===== src/rtl/lm_seq_8x8_mul.sv =====
// Sequential 8x8 unsigned multiplier that shares one external 4x4 multiplier across
// four nibble partial products. The accumulated sum saturates to 16 bits.
module lm_seq_8x8_mul #(
  parameter bit SKIP_LL = 1'b0
) (
  input  logic        clk,
  input  logic        rst_n,
  input  logic        in_valid,
  output logic        in_ready,
  input  logic [7:0]  in_a,
  input  logic [7:0]  in_b,
  output logic [3:0]  mul_a,
  output logic [3:0]  mul_b,
  input  logic [7:0]  mul_r,
  output logic        out_valid,
  input  logic        out_ready,
  output logic [15:0] out_p
);

  typedef enum logic [2:0] {IDLE, PP0, PP1, PP2, PP3, DONE} state_t;

  state_t      state, state_nxt, start_st;
  logic [7:0]  a_r, b_r;
  logic [16:0] acc;
  logic [16:0] term;
  logic        accept;

  // The approximate core can over-estimate, so the 17-bit sum may exceed 16 bits.
  function automatic logic [15:0] sat16(input logic [16:0] v);
    return v[16] ? 16'hFFFF : v[15:0];
  endfunction

  assign in_ready  = (state == IDLE) | ((state == DONE) & out_ready);
  assign accept    = in_valid & in_ready;
  assign out_valid = (state == DONE);
  assign out_p     = sat16(acc);

  always_comb begin
    start_st = SKIP_LL ? PP1 : PP0;
    if ((in_a == 8'd0) || (in_b == 8'd0)) start_st = DONE;
  end

  always_comb begin
    state_nxt = state;
    mul_a     = 4'd0;
    mul_b     = 4'd0;
    term      = 17'd0;
    case (state)
      IDLE: if (accept) state_nxt = start_st;
      PP0: begin
        mul_a     = a_r[3:0];
        mul_b     = b_r[3:0];
        term      = {9'd0, mul_r};
        state_nxt = PP1;
      end
      PP1: begin
        mul_a     = a_r[7:4];
        mul_b     = b_r[3:0];
        term      = {5'd0, mul_r, 4'd0};
        state_nxt = PP2;
      end
      PP2: begin
        mul_a     = a_r[3:0];
        mul_b     = b_r[7:4];
        term      = {5'd0, mul_r, 4'd0};
        state_nxt = PP3;
      end
      PP3: begin
        mul_a     = a_r[7:4];
        mul_b     = b_r[7:4];
        term      = {1'b0, mul_r, 8'd0};
        state_nxt = DONE;
      end
      DONE: begin
        // Retiring a product and accepting the next pair can share one edge.
        if (out_ready) state_nxt = accept ? start_st : IDLE;
      end
      default: state_nxt = IDLE;
    endcase
  end

  always_ff @(posedge clk or negedge rst_n) begin
    if (!rst_n) begin
      state <= IDLE;
    end else begin
      state <= state_nxt;
    end
  end

  always_ff @(posedge clk or negedge rst_n) begin
    if (!rst_n) begin
      a_r <= 8'd0;
      b_r <= 8'd0;
      acc <= 17'd0;
    end else if (accept) begin
      a_r <= in_a;
      b_r <= in_b;
      acc <= 17'd0;
    end else if ((state == PP0) || (state == PP1) || (state == PP2) || (state == PP3)) begin
      acc <= acc + term;
    end
  end

endmodule


===== config.mk =====
export PLATFORM = sky130hd
export DESIGN_NAME = lm_seq_8x8_mul
export DESIGN_NICKNAME = d
export VERILOG_FILES = /design/src/rtl/lm_seq_8x8_mul.sv
export SDC_FILE = /design/constraint.sdc
export NUM_CORES = 1
export LEC_CHECK = 0
export CAP_MARGIN = 15
export CORE_MARGIN = 2
export CORE_UTILIZATION = 57
export DETAILED_ROUTE_END_ITERATION = 10
export PLACE_DENSITY_LB_ADDON = 0.2
export SETUP_SLACK_MARGIN = 0.15
export SLEW_MARGIN = 40
export SYNTH_ARGS = -nofsm -noshare
export SYNTH_HDL_FRONTEND = slang
export SYNTH_SLANG_ARGS = --single-unit

===== constraint.sdc =====
create_clock -name clk -period 6.49 [get_ports clk]
set_clock_uncertainty 0.2 [all_clocks]
set_input_delay 0.649 -clock clk [delete_from_list [all_inputs] [get_ports clk]]
set_output_delay 0.649 -clock clk [all_outputs]
set_load 0.05 [all_outputs]

==> results of run 1 <==
-- synth_stat cells (7+ instances only) --
cell	instances	area share, %
nand2_1	39	5.2
dfrtp_1	36	32
o21ai_0	25	4.4
nand3_1	19	3.4
or2_2	18	4.0
mux2_2	17	6.8
ha_1	16	7.1
a21oi_1	11	2.0
nor2_1	11	1.5
a22oi_1	9	2.4
and2_1	9	2.0
clkbuf_1	8	1.1
nor3_1	7	1.2
nor4_1	7	1.6
-- through the flow --
stage,hold slack (ps),utilization (%),setup slack [ps],std cells
6_report,309,73.1,2790,434
5_1_grt,336,73.1,2650,434
4_1_cts,315,73.0,2820,434
3_5_place_dp,296,70.8,2910,426
3_3_place_gp,291,70.8,3050,426
2_1_floorplan,153,-,3470,322
-- state kept, by name, summed over array words and instances (netlist names) --
signal / flops
acc: 17
b_r: 8
a_r: 8
state: 3
-- routing by layer --
layer | up-vias | GRT usage (%) | part of all wire (%)
met1 | 1261 | 35.8 | 47
met3 | 14 | 4.61 | 4.9
li1 | 1282 | - | -
met4 | 0 | 9.13 | 2.0
met2 | 69 | 40.3 | 46
met5 | - | 0 | 0
-- power groups by stage --
stage | Sequential (mW) | Clock (mW) | Combinational [mW]
CTS | 0.454 | 0.202 | 1.37
detailed placement | 0.459 | 0 | 1.36
global route | 0.473 | 0.211 | 1.48
floorplan | 0.391 | 0 | 1.10
finish | 0.458 | 0.200 | 1.37
global placement | 0.453 | 0 | 1.33
-- logic make-up (layout without fill, tap and decap cells) --
kind of cell | count (synthesis) | in the layout
buffers and inverters | 20 | 65
and+or+nand+nor | 132 | 132
DFF | 36 | 36
xor gates and xnor gates | 9 | 9
AOI/OAI and AO/OA | 88 | 88
adders and majority gates | 17 | 17
muxes | 20 | 20
-- layout make-up --
type                            count  area [um2]  area share, %
Clock buffer                        6        72.6           2.09
Clock inverter                      2        35.0           1.01
Inverter                            3        11.3          0.324
Multi-Input combinational cell    266        1840           52.8
Sequential cell                    36         901           25.9
Tap cell                           67        83.8           2.41
Timing Repair Buffer               54         538           15.5
-- cells in the final DEF (no fill, tap or decap), types with 11 or more instances in the layout --
master	instances
nand2_1	39
dfrtp_1	36
nand3_1	19
mux2_2	17
o21ai_0	25
or2_2	19
nor2_1	11
a21oi_1	11
ha_1	16
clkdlybuf4s50_1	53
-- critical path, cell delays in order, from the launching register on --
cell	delay [ps]
dfrtp_1	730
nor2b_1	580
a22oi_1	170
o21ai_0	230
clkdlybuf4s50_1	850
-- worst paths after layout --
kind | startpoint | to | slack (ps) | depth (start not counted)
worst max-delay path | state[0]$_DFFE_PN0P_ | mul_b[3] | 2790 | 4
worst min-delay path | a_r[4]$_DFFE_PN0N_ | a_r[4]$_DFFE_PN0N_ | 310 | 1
worst max register to register | state[1]$_DFFE_PN0P_ | acc[14]$_DFFE_PN0P_ | 2800 | 10
worst min register to register | a_r[4]$_DFFE_PN0N_ | a_r[4]$_DFFE_PN0N_ | 310 | 1
max in group asynchronous | rst_n | a_r[5]$_DFFE_PN0N_ | 5180 | 2
min in group asynchronous | rst_n | acc[8]$_DFFE_PN0P_ | 570 | 2
==> impl_metrics.toml, run 1 <==
[timing]
maxSlewHeadroom_pct = 49.8
period_minus_slack_ps = 3700
rsz0062_at_grt = "false"
fin_tns_setup_ps = 0
hold_viol = 0
setup_violations = 0
fmax_mhz = 270
slew_violations = 0
fin_crit_sh_pct = 57.1
worstMarginPinSlew_ps = 753

[clocking]
hold_buffers = 0
clockBufferDepth = 2
cts_sinks = 36
clk_pin_slew_ps = 80
cts_tree = "yes"
cts_buffers = 5
htreeDepth = 2
post_cts_resized = 0
clk-insertion-delay-late_ps = 290
post_cts_buffers = 0
cts-root-buf = "clkbuf_8"

[critical_path]
worst_ep_arrival_time_ps = 2860
path_class = "register to primary output"
cp.required_ps = 5640
worstSetupStartpointType = "register"
endpoint_kind = "primary output"
path_max_fanout = 19

[yosys]
yosysWarningCount = 0
synth_edf_count = 0
synth_nets = 367
synth.area.mux_share_pct = 8.38
ys_seq_area_share_pct = 31.9
synth_cells = 322
postSynth.asyncResetShare_pct = 100
yosys.area_share.simple_pct = 24.1
avgSynthCellArea_um2 = 8.77
ys_types = 58
syn_area_um2 = 2820
synth_top_family_by_area = "simple AND/OR/NAND/NOR gates"
synth_compound_area_share_pct = 21.8
synth_seq_cells = 36
synthXorXnorAreaFrac_pct = 2.79
yosys.area_share.adder_pct = 7.80
synthFlopType = "dfrtp_1"

[drt]
drc = 0
vias = 2626
ant_nets = 0
drt-total-wl_um = 6950
dr.pass1.iters = 5
routed_via_density = 6.05
routed_wire_length_per_instance_um = 16.0
drt_iter0_drc = 187

[global_routing]
grt_pass1_vias = 2354
grt_max_degree = 37
grt_pass1_wl_um = 11000
antenna_found_initial = 0
grt-ovfl-total = 0
grt_usage_pct = 25.7

[worst_hold_path]
hold_class = "register to register"

[final_layout]
drive_above_1_share_pct = 15.3
antenna_cells = 0
fillers = 367
area_delta_synth_final_pct = 23.2
finalInstanceArea_um2 = 3480
fin_nets = 411

[place]
dpl.hpwl_um = 5060
io_buffers = 53
dpl_cell_area_um2 = 3360
gp_congestion = 0.918

[die]
rows = 25
io_pins = 54
core_um2 = 4750
dieArea_um2 = 5530
die_w_um = 74.4
die_h_um = 74.4
start_util_pct = 59.4

[run_status]
status = "complete, no violations"

[power_and_ir_drop]
switching_share_pct = 50.9
p_per_area_nw_per_um2 = 583
combPwrFrac_pct = 67.6
sequentialPowerShare_pct = 22.6
switchingPower_mw = 1.03
intPower_uw = 995
ir_drop_v = 0.000524
power.leakage_nw = 1.49
total_power_mw = 2.03
p_clk_share_pct = 9.9

[job]
max_cap_violations = 0
(Power assumes the default switching activity.)
==> run 2: changes to the inputs <==
--- a/config.mk
+++ b/config.mk
@@ -7,7 +7,7 @@
 export LEC_CHECK = 0
 export CAP_MARGIN = 15
 export CORE_MARGIN = 2
-export CORE_UTILIZATION = 57
+export CORE_UTILIZATION = 48
 export DETAILED_ROUTE_END_ITERATION = 10
 export PLACE_DENSITY_LB_ADDON = 0.2
 export SETUP_SLACK_MARGIN = 0.15
==> constraint.sdc (replaced) <==
create_clock -name clk -period 3 [get_ports clk]
set_clock_uncertainty 0.2 [all_clocks]
set_input_delay 0.3 -clock clk [delete_from_list [all_inputs] [get_ports clk]]
set_output_delay 0.3 -clock clk [all_outputs]
set_load 0.05 [all_outputs]
==> run 2 against run 1 <==
Global-route usage decreased by 1.9 points. Non-clock buffer count increased by 17. Count of clock-buffer cells in the layout decreased by 1. Via count increased by 1.4%. Sequential power increased by 94%. First-iteration DRC count increased by 19%. Sequential cell count unchanged. Combinational power increased to 2.5 times the previous value.
==> impl_metrics.toml, run 2 (same netlist as run 1, synthesis figures left out) <==
[run_status]
status = "complete, no violations"

[drt]
dr.pass1.iters = 4
drt-total-wl_um = 7720
routed_via_density = 5.84
ant_nets = 0
routed_wire_length_per_instance_um = 16.9
drt_iter0_drc = 222
vias = 2662
drc = 0

[critical_path]
cpMaxStageDelayCell = "dfrtp_1"
worstSetupStartpointType = "register"
cp_slowest_stage_delay_ps = 400
crit_path_cell_trace = "nor2b_2 > nor2b_4 > and2_1 > ha_2 > fa_2 > a21o_1 > a221oi_4 > o311ai_1 > xnor2_1 > o21ai_1"
path_class = "register to register"
path_max_fanout = 5
endpoint_kind = "register"
worst_ep_arrival_time_ps = 2750
cp.required_ps = 2980

[global_routing]
grt_max_degree = 37
grt_usage_pct = 23.8
grt_pass1_vias = 2555
antenna_found_initial = 0
grt_pass1_wl_um = 12100
grt-ovfl-total = 0

[die]
die_h_um = 80.7
rows = 27
start_util_pct = 50.3
core_um2 = 5610
dieArea_um2 = 6510
io_pins = 54
die_w_um = 80.7

[power_and_ir_drop]
power.leakage_nw = 1.62
ir_drop_v = 0.000653
p_per_area_nw_per_um2 = 1290

[place]
io_buffers = 53
gp_congestion = 0.925
post-place-cells = 443
dpl.hpwl_um = 5650

[timing]
rsz0062_at_grt = "true"
fin_tns_setup_ps = 0
setup_violations = 0
fmax_mhz = 361
period_minus_slack_ps = 2770
fin_crit_sh_pct = 92.3
slew_violations = 0
hold_viol = 0
worstMarginPinSlew_ps = 619
maxSlewHeadroom_pct = 58.7

[final_layout]
mostFrequentLayoutCell = "clkdlybuf4s50_1"
fin_nets = 428
antenna_cells = 0
fin_cells = 456
fillers = 459
largest_reg_flops = 17
drive_above_1_share_pct = 25.0
reg.largest.list = "acc: 17 flops, a_r: 8 flops, b_r: 8 flops"
top_register = "acc"
layout_common_cells = "clkdlybuf4s50_1, nand2_1, dfrtp_1"
area_delta_synth_final_pct = 32.3

[clocking]
cts_sinks = 36
clockBufferDepth = 2
cts_buffers = 5
clk_pin_slew_ps = 90
cts_tree = "yes"
htreeDepth = 2
cts-root-buf = "clkbuf_8"
clk-insertion-delay-late_ps = 290

[worst_hold_path]
hold_class = "input port to async pin"

[job]
max_cap_violations = 0
[run 2: changes by cell type in the layout (fill, tap and decap cells not counted), moves of 2 or more]
cell / before / now
ha_1: 16 / 12
nor2b_2: 0 / 2
buf_12: 0 / 4
nor3_1: 7 / 5
buf_4: 1 / 22
ha_2: 0 / 3
clkdlybuf4s50_1: 53 / 43
nor2b_1: 6 / 3
[run 2: report_power, final]
group / switching [mW] / internal [mW]
sequential: 0.167 / 0.724
clock: 0.201 / 0.251
combinational: 2.02 / 1.46
[run 2: layout make-up]
cell class	count	area, um2	area share (%)
timing repair buffer	71	697	18.7
multi-input combinational	266	1920	51.4
clock inverter	3	46.3	1.24
sequential	36	901	24.1
clock buffer	5	68.8	1.84
inverter	3	11.3	0.302
tap	72	90.1	2.41
[run 2: layer usage]
layer  share of wire, %  vias up  wire length (um)  GRT usage, %
met1                 45     1265              3460          33.2
met5                  0        -                 0             0
met2                 49       87              3780          38.6
met3                5.8        2               447          3.93
met4               0.40        0                31          5.76
li1                   -     1308                 -             -
[run 2: critical path, delay by kind of cell (launching register included)]
kind                       cells  cell delay (ps)
AOI/OAI and AO/OA              4              890
adders and majority gates      2              530
and+or+nand+nor                3              460
DFF                            1              400
xor gates and xnor gates       1              190
[run 2: metrics by stage]
| step | hold WS, ps | setup WS [ps] | area [um2] | utilization (%) | total power, mW |
|---|---|---|---|---|---|
| floorplan | -196 | 112 | 2850 | - | 3.25 |
| detailed placement | 97.5 | 78.5 | 3500 | 62.5 | 4.22 |
| finish | 310 | 230 | 3730 | 66.6 | 4.82 |
| global route | 337 | 124 | 3730 | 66.6 | 5.14 |
| CTS | 315 | 178 | 3630 | 64.7 | 4.69 |
| global placement | 252 | 137 | 3500 | 62.4 | 4.16 |
[run 2: timing repair]
action                                  CTS  global route
resized for setup                         0            16
hold endpoints to repair                 36             0
buffers inserted                          0             4
endpoints found under the setup margin    0             7
hold buffers                              1             0
[run 2: path summary, 6_finish.rpt]
path / from / end / slack [ps] / cells past startpoint
max in group asynchronous: rst_n / b_r[5]$_DFFE_PN0N_ / 1950 / 2
min: rst_n / acc[9]$_DFFE_PN0P_ / 310 / 2
min in group clk: a_r[1]$_DFFE_PN0N_ / a_r[1]$_DFFE_PN0N_ / 310 / 1
max reg2reg: state[0]$_DFFE_PN0P_ / acc[10]$_DFFE_PN0P_ / 230 / 10
max: state[0]$_DFFE_PN0P_ / acc[10]$_DFFE_PN0P_ / 230 / 10
min reg2reg: a_r[1]$_DFFE_PN0N_ / a_r[1]$_DFFE_PN0N_ / 310 / 1
